## config.mk

```make
export PLATFORM = sky130hd
export DESIGN_NAME = pipe_front_regs
export DESIGN_NICKNAME = d
export VERILOG_FILES = /design/src/rtl/pipe_front_regs.sv
export SDC_FILE = /design/constraint.sdc
export NUM_CORES = 1
export LEC_CHECK = 0
export CAP_MARGIN = 10
export CORE_ASPECT_RATIO = 0.5
export CORE_MARGIN = 8
export CORE_UTILIZATION = 42
export DETAILED_ROUTE_END_ITERATION = 10
export GPL_TIMING_DRIVEN = 0
export PLACE_DENSITY = 0.82
export REMOVE_ABC_BUFFERS = 1
export SLEW_MARGIN = 20
export SYNTH_ARGS = -nofsm -noshare
export SYNTH_HDL_FRONTEND = slang
export SYNTH_SLANG_ARGS = --single-unit
```

## constraint.sdc

```tcl
create_clock -name clk -period 5.8 [get_ports clk]
set_input_delay 1.16 -clock clk [delete_from_list [all_inputs] [get_ports clk]]
set_output_delay 1.16 -clock clk [all_outputs]
set_load 0.05 [all_outputs]
```

## src/rtl/pipe_front_regs.sv

```systemverilog
// rtl/pipe_front_regs.sv - fetch PC, IF/ID and ID/EX pipeline registers with stall/flush counters
module pipe_front_regs (
    input  logic        clk,
    input  logic        rst_n,
    input  logic        stallF,
    input  logic        stallD,
    input  logic        flushE,
    input  logic        pcsrcD,
    input  logic        jumpD,
    input  logic [31:0] pcbranchD,
    input  logic [31:0] pcjumpD,
    input  logic [31:0] instrF,
    output logic [31:0] pcF,
    output logic [31:0] instrD,
    output logic [31:0] pcplus4D,
    output logic        validD,
    input  logic [31:0] rd1D,
    input  logic [31:0] rd2D,
    input  logic [31:0] signimmD,
    input  logic [4:0]  rsD,
    input  logic [4:0]  rtD,
    input  logic [4:0]  rdD,
    input  logic [7:0]  ctrlD,
    output logic [31:0] rd1E,
    output logic [31:0] rd2E,
    output logic [31:0] signimmE,
    output logic [4:0]  rsE,
    output logic [4:0]  rtE,
    output logic [4:0]  rdE,
    output logic [7:0]  ctrlE,
    output logic        validE,
    output logic [31:0] stall_cnt,
    output logic [31:0] flush_cnt
);

    logic [31:0] r_pc;
    logic [31:0] r_instr_d;
    logic [31:0] r_pcplus4_d;
    logic        r_valid_d;
    logic [31:0] r_rd1_e;
    logic [31:0] r_rd2_e;
    logic [31:0] r_signimm_e;
    logic [4:0]  r_rs_e;
    logic [4:0]  r_rt_e;
    logic [4:0]  r_rd_e;
    logic [7:0]  r_ctrl_e;
    logic        r_valid_e;
    logic [31:0] r_stall_cnt;
    logic [31:0] r_flush_cnt;

    logic [31:0] w_pcplus4_f;
    logic        w_redirect;
    logic        w_squash;
    logic [31:0] w_pc_next;

    assign w_pcplus4_f = r_pc + 32'd4;
    assign w_redirect  = pcsrcD | jumpD;
    // A stalled IF/ID keeps its instruction, so a redirect only squashes when IF/ID moves.
    assign w_squash    = ~stallD & w_redirect;

    always_comb begin
        w_pc_next = w_pcplus4_f;
        if (jumpD)       w_pc_next = pcjumpD;
        else if (pcsrcD) w_pc_next = pcbranchD;
    end

    always_ff @(posedge clk) begin
        if (!rst_n) begin
            r_pc <= 32'd0;
        end else if (!stallF) begin
            r_pc <= w_pc_next;
        end
    end

    always_ff @(posedge clk) begin
        if (!rst_n || w_squash) begin
            r_instr_d   <= 32'd0;
            r_pcplus4_d <= 32'd0;
            r_valid_d   <= 1'b0;
        end else if (!stallD) begin
            r_instr_d   <= instrF;
            r_pcplus4_d <= w_pcplus4_f;
            r_valid_d   <= 1'b1;
        end
    end

    always_ff @(posedge clk) begin
        if (!rst_n || flushE) begin
            r_rd1_e     <= 32'd0;
            r_rd2_e     <= 32'd0;
            r_signimm_e <= 32'd0;
            r_rs_e      <= 5'd0;
            r_rt_e      <= 5'd0;
            r_rd_e      <= 5'd0;
            r_ctrl_e    <= 8'd0;
            r_valid_e   <= 1'b0;
        end else begin
            r_rd1_e     <= rd1D;
            r_rd2_e     <= rd2D;
            r_signimm_e <= signimmD;
            r_rs_e      <= rsD;
            r_rt_e      <= rtD;
            r_rd_e      <= rdD;
            r_ctrl_e    <= ctrlD;
            r_valid_e   <= r_valid_d;
        end
    end

    // Saturating counters: a cycle with both a bubble and a squash counts once.
    always_ff @(posedge clk) begin
        if (!rst_n) begin
            r_stall_cnt <= 32'd0;
            r_flush_cnt <= 32'd0;
        end else begin
            if (stallF && (r_stall_cnt != 32'hFFFF_FFFF))
                r_stall_cnt <= r_stall_cnt + 32'd1;
            if ((flushE || w_squash) && (r_flush_cnt != 32'hFFFF_FFFF))
                r_flush_cnt <= r_flush_cnt + 32'd1;
        end
    end

    assign pcF       = r_pc;
    assign instrD    = r_instr_d;
    assign pcplus4D  = r_pcplus4_d;
    assign validD    = r_valid_d;
    assign rd1E      = r_rd1_e;
    assign rd2E      = r_rd2_e;
    assign signimmE  = r_signimm_e;
    assign rsE       = r_rs_e;
    assign rtE       = r_rt_e;
    assign rdE       = r_rd_e;
    assign ctrlE     = r_ctrl_e;
    assign validE    = r_valid_e;
    assign stall_cnt = r_stall_cnt;
    assign flush_cnt = r_flush_cnt;

endmodule

```

======== Word-level counts from Yosys, hierarchy flattened ========
Cells that the tools add are included.
Widths: inputs -> output; s select.
operators by class
  equal/unequal tests ..................... 2
  muxes and demuxes ....................... 2
  bitwise logic cells ..................... 3
  $add $sub $neg .......................... 3
  reductions and logical operators ........ 6
operators by type and width
  operator               count
  $add 32x1->32 const B  2
  $mux 32                2
  $ne 32x32->1 const B   2
  $add 32x3->32 const B  1
  $logic_or 1x1->1       3
  $logic_and 1x1->1      2
  $and 1x1->1            1
  $logic_not 1->1        1
  $not 1->1              1
  $or 1x1->1             1
storage, ports and cells
  register bits ........................... 281
  logic and storage cells ................. 30

======== Depth between registers and ports, before layout ========
  depth after elaboration ................. 4
  mapped depth ............................ 9
  depth with buffers taken out ............ 6

======== Least setup slack after synthesis ========
No wires, ideal clock.
  kind .................................... in2reg
  start point ............................. input jumpD
  end point ............................... register r_flush_cnt[26], in the netlist flush_cnt[26]
  stages .................................. 7
  data arrival time ....................... 2.756 ns
  path buffers ............................ 2
  setup slack ............................. 2.974 ns
  data required time ...................... 5.730 ns
  library setup time ...................... 0.070 ns
  cell sequence ........................... clkbuf_1 > o21ba_2 > o211ai_1 > or4_1 > buf_2 > or3_1 > a21oi_1
on the way
  longest elaborated chain between the ends .. 4
RTL lines
  item                    RTL line  RTL
  start: declaration      9         input logic jumpD,
  $or 1x1->1              57        assign w_redirect = pcsrcD | jumpD;
  $and 1x1->1             59        assign w_squash = ~stallD & w_redirect;
  $logic_or 1x1->1        117       if ((flushE || w_squash) && (r_flush_cnt != 32'hFFFF_FFFF))
  $logic_and 1x1->1       117
  end signal: assignment  118       r_flush_cnt <= r_flush_cnt + 32'd1;
  end: declaration        49        logic [31:0] r_flush_cnt;
Every way passes these cells.
A chain may end at the register's enable or synchronous reset.

======== Worst setup path after layout ========
  start point ............................. input pcsrcD
  end point ............................... register r_flush_cnt[31], in the netlist flush_cnt[31]
on the way
  longest elaborated chain between the ends .. 4
RTL lines
  item                RTL line  RTL
  start: declaration  8         input logic pcsrcD,
  $or 1x1->1          57
  $and 1x1->1         59
  $logic_or 1x1->1    117
  $logic_and 1x1->1   117
Every way passes these cells.

==> run_results.csv <==
group,metric,value,unit
status,status,"complete, no violations",
setup_path,path_buf_inv,1,
setup_path,criticalPathCategory,"input pin to flip-flop",
power_and_ir_drop,peakVddDrop,0.221,mV
global_routing,grt_first_pass_wirelength,62.0,mm
yosys,synth_ff_type,"sky130_fd_sc_hd__dfxtp_1",
setup_path,crit_path_max_fanout,24,
yosys,synthDistinctLibCells,61,
final_layout,final.fill_count,1994,
floorplan,floorplan.core_area,0.0262,sq mm
yosys,yosysWarnings,0,
setup_path,worst-endpoint-arrival,4360,ps
setup_path,worst_ep_required_time,6240,ps
sta,setup-violations-final,0,
global_routing,first_global_vias,11132,
floorplan,fp.dieArea,0.0322,sq mm
clock_network,clk_root_buffer_cell,"sky130_fd_sc_hd__clkbuf_16",
yosys,synthMuxAreaShare,4.62,%
setup_path,critPathTopFamily,"buffers and inverters",
routing,detailedRoute.firstIterationViolations,760,
global_routing,grt_remaining_overflow,0,
worst_hold_path,timing.hold.worst.class,"flip-flop to flip-flop",
routing,vias,11021,
sta,grt_setup_unrepaired,"false",
yosys,synthArstFlopShare,0,%
floorplan,std_cell_rows,42,
setup_path,crit_path_top_delay_cell,"sky130_fd_sc_hd__clkdlybuf4s50_1",
yosys,main_combinational_cell_family_by_area_after_synthesis,"simple AND/OR/NAND/NOR gates",
final_layout,synth_to_layout_area_growth,56.4,%
sta,final_sum_of_negative_setup_slack,0,ps
global_routing,global_route.usage.met2,45.8,%
final_layout,finish.utilization,66.3,%
yosys,synth_fa_ha_area_share,0.338,%
setup_path,reg2reg_slack,3120,ps
final_layout,finish.net_count,1886,
routing,avgRoutedWirePerCell,20.8,um
sta,skew,14.7,ps
sta,finalHoldViolCount,0,
routing,drt-total-wl,42.2,mm
yosys,synthesized_area,0.0111,sq mm
floorplan,floorplan.die.height,131,um
final_layout,final_cell_mix,"sky130_fd_sc_hd__clkdlybuf4s50_1, sky130_fd_sc_hd__dfxtp_1, sky130_fd_sc_hd__and2_1, sky130_fd_sc_hd__nor2_1, sky130_fd_sc_hd__nand2_1",
global_routing,grt_max_degree,62,
yosys,post_synthesis_register_bit_count,281,
sta,finalCritPeriodShare,67.6,%
sta,max_freq,255,MHz
routing,post_route_drc_violation_count,0,
clock_network,htree_num_levels,1,
job,timing.max_cap.violations,0,
clock_network,cts-resized-gates,0,
clock_network,cts_buffers,26,
clock_network,clock_insertion_delay_at_the_later_pin_of_the_skew_report,550,ps
clock_network,max-clock-path-buffers,3,
global_routing,use_met1,25.4,%
yosys,post_synth_main_area_contributors,"sky130_fd_sc_hd__dfxtp_1, sky130_fd_sc_hd__and2_1, sky130_fd_sc_hd__mux2i_1, sky130_fd_sc_hd__nor2_1, sky130_fd_sc_hd__a21oi_1",
yosys,post-synth-top-area-cell,"sky130_fd_sc_hd__dfxtp_1",
setup_path,critical-path-max-stage-delay,1190,ps
floorplan,floorplan.die.width,246,um
placement,detailed_place_hpwl,31.9,mm
setup_path,crit_path_cell_trace,"clkdlybuf4s50_1 -> o21ba_2 -> o2111ai_1 -> nor4_1 -> nand4_1 -> mux2i_1",
floorplan,initial_utilization,42.4,%
setup_path,worstSetupStartpointType,"input pin",
placement,gp_routability_congestion,0.857,
power_and_ir_drop,power.leakage,6.29,nW
yosys,synth-edff-count,0,
clock_network,cts_num_sinks,281,
placement,place.port_buffers,502,
clock_network,clkSlewWorstSetupHoldPaths,70,ps
sta,tightest_slew,1080,ps
global_routing,groute.usage.overall,24.0,%
floorplan,io-pin-count,503,
sta,maxSlewViolCount,0,
power_and_ir_drop,cellPowerDensity,270,mW/mm^2
global_routing,global_route.usage.met3,6.37,%
setup_path,critical_path.endpoint_type,"flip-flop",
yosys,synth_simple_gate_area_share,24.2,%
final_layout,layout_cell_share_with_drive_strength_beyond_1,4.52,%
global_routing,number_of_antenna_violations_at_the_first_check_in_global_routing,0,
final_layout,antenna_cells_inserted,0,
global_routing,globalRoute.busiestLayer,"met2",
yosys,post_synth_xor_area_fraction,3.47,%
sta,timing.final.crit_period,3920,ps
routing,detail_route.first_pass.iterations,5,
yosys,synth_top_area_share,50.6,%
yosys,seq_area_frac_synth,50.6,%
clock_network,postCtsHoldBufs,0,
final_layout,most_common_cell_after_layout_fill_and_taps_aside,"sky130_fd_sc_hd__clkdlybuf4s50_1",
routing,avgViaCountPerCell,5.42,
routing,ant_nets,0,
clock_network,post_cts.repair.setup_buffers,0,
yosys,netlist_instances,1207,
clock_network,cts_tree,"done",
yosys,synth_compound_area_share,13.1,%
yosys,syn_area_per_cell,9.21,sq um
sta,worst_slew_margin_rel,27.6,%
==> sequential cells by signal (all words and copies together) (netlist names), 8 cells and up <==
register and flops:
ctrlE 8, flush_cnt 32, instrD 32, pcF 32, pcplus4D 32, rd1E 32, rd2E 32, signimmE 32
stall_cnt 32
==> power by group <==
part	total [mW]	leakage [nW]	switching [mW]	internal (mW)
Combinational	0.777	3.54	0.449	0.328
Sequential	2.05	2.30	0.0520	2.00
Clock	1.87	0.457	0.773	1.09
Total	4.69	6.29	1.27	3.42
==> metrics by stage <==
| stage | cells | hold slack, ps | setup slack, ps | area (sq um) | power, mW |
|---|---|---|---|---|---|
| 6_report | 2032 | 471 | 1880 | 17400 | 4.69 |
| 3_5_place_dp | 1985 | 466 | 1390 | 16400 | 2.87 |
| 5_1_grt | 2032 | 511 | 1750 | 17400 | 4.85 |
| 2_1_floorplan | 1122 | 680 | 1300 | 10800 | 2.47 |
| 3_3_place_gp | 1976 | 454 | -5180 | 16200 | 2.85 |
| 4_1_cts | 2032 | 476 | 1960 | 17400 | 4.73 |
==> cell families after synthesis <==
kind of cell             count (synthesis)
AND/OR/NAND/NOR                        505
flip-flops                             281
AO/OA/AOI/OAI                          224
buffers and inverters                   99
multiplexers                            51
XOR/XNOR                                44
adder cells (fa/ha/maj)                  3
==> routing by layer <==
metal,part of all wire [%],vias to the layer above
met5,0,-
met4,3.5,0
met3,7.1,98
met2,53,457
met1,36,5300
li1,-,5166
==> worst reg2reg max path, delay by kind of cell, from the launching register on <==
kind	cells	cell delay (ps)
AO/OA/AOI/OAI	2	360
flip-flops	1	520
AND/OR/NAND/NOR	3	1720
==> synthesized netlist by cell type, types with 13 or more instances <==
library cell               count
sky130_fd_sc_hd__a211oi_1     13
sky130_fd_sc_hd__a21oi_1      69
sky130_fd_sc_hd__and2_1      124
sky130_fd_sc_hd__clkbuf_1     66
sky130_fd_sc_hd__dfxtp_1     281
sky130_fd_sc_hd__inv_1        14
sky130_fd_sc_hd__mux2i_1      49
sky130_fd_sc_hd__nand2_1      80
sky130_fd_sc_hd__nand2b_1     24
sky130_fd_sc_hd__nand3_1      39
sky130_fd_sc_hd__nand4_1      41
sky130_fd_sc_hd__nor2_1      108
sky130_fd_sc_hd__nor4_1       17
sky130_fd_sc_hd__o21ai_0      39
sky130_fd_sc_hd__or3_1        15
sky130_fd_sc_hd__or4_1        19
sky130_fd_sc_hd__xnor2_1      20
sky130_fd_sc_hd__xor2_1       24
==> area by class of cell <==
cell class	count	area [sq um]	area share, %
clock inverter	9	180	1.04
sequential	281	5630	32.4
inverter	14	55.1	0.317
multi-input combinational	827	5130	29.5
tap	352	440	2.53
clock buffer	38	756	4.35
timing repair buffer	511	5200	29.9
==> path summary, 6_finish.rpt <==
kind,from,end,depth (start not counted)
worst max-delay path,pcsrcD,flush_cnt[31]$_SDFFE_PN0P_,6
worst min-delay path,pcplus4D[4]$_SDFFE_PP0N_,pcplus4D[4]$_SDFFE_PP0N_,2
worst max register to register,pcF[9]$_SDFFE_PN0N_,pcF[17]$_SDFFE_PN0N_,5
worst min register to register,pcplus4D[4]$_SDFFE_PP0N_,pcplus4D[4]$_SDFFE_PP0N_,2
(Power assumes the default switching activity.)
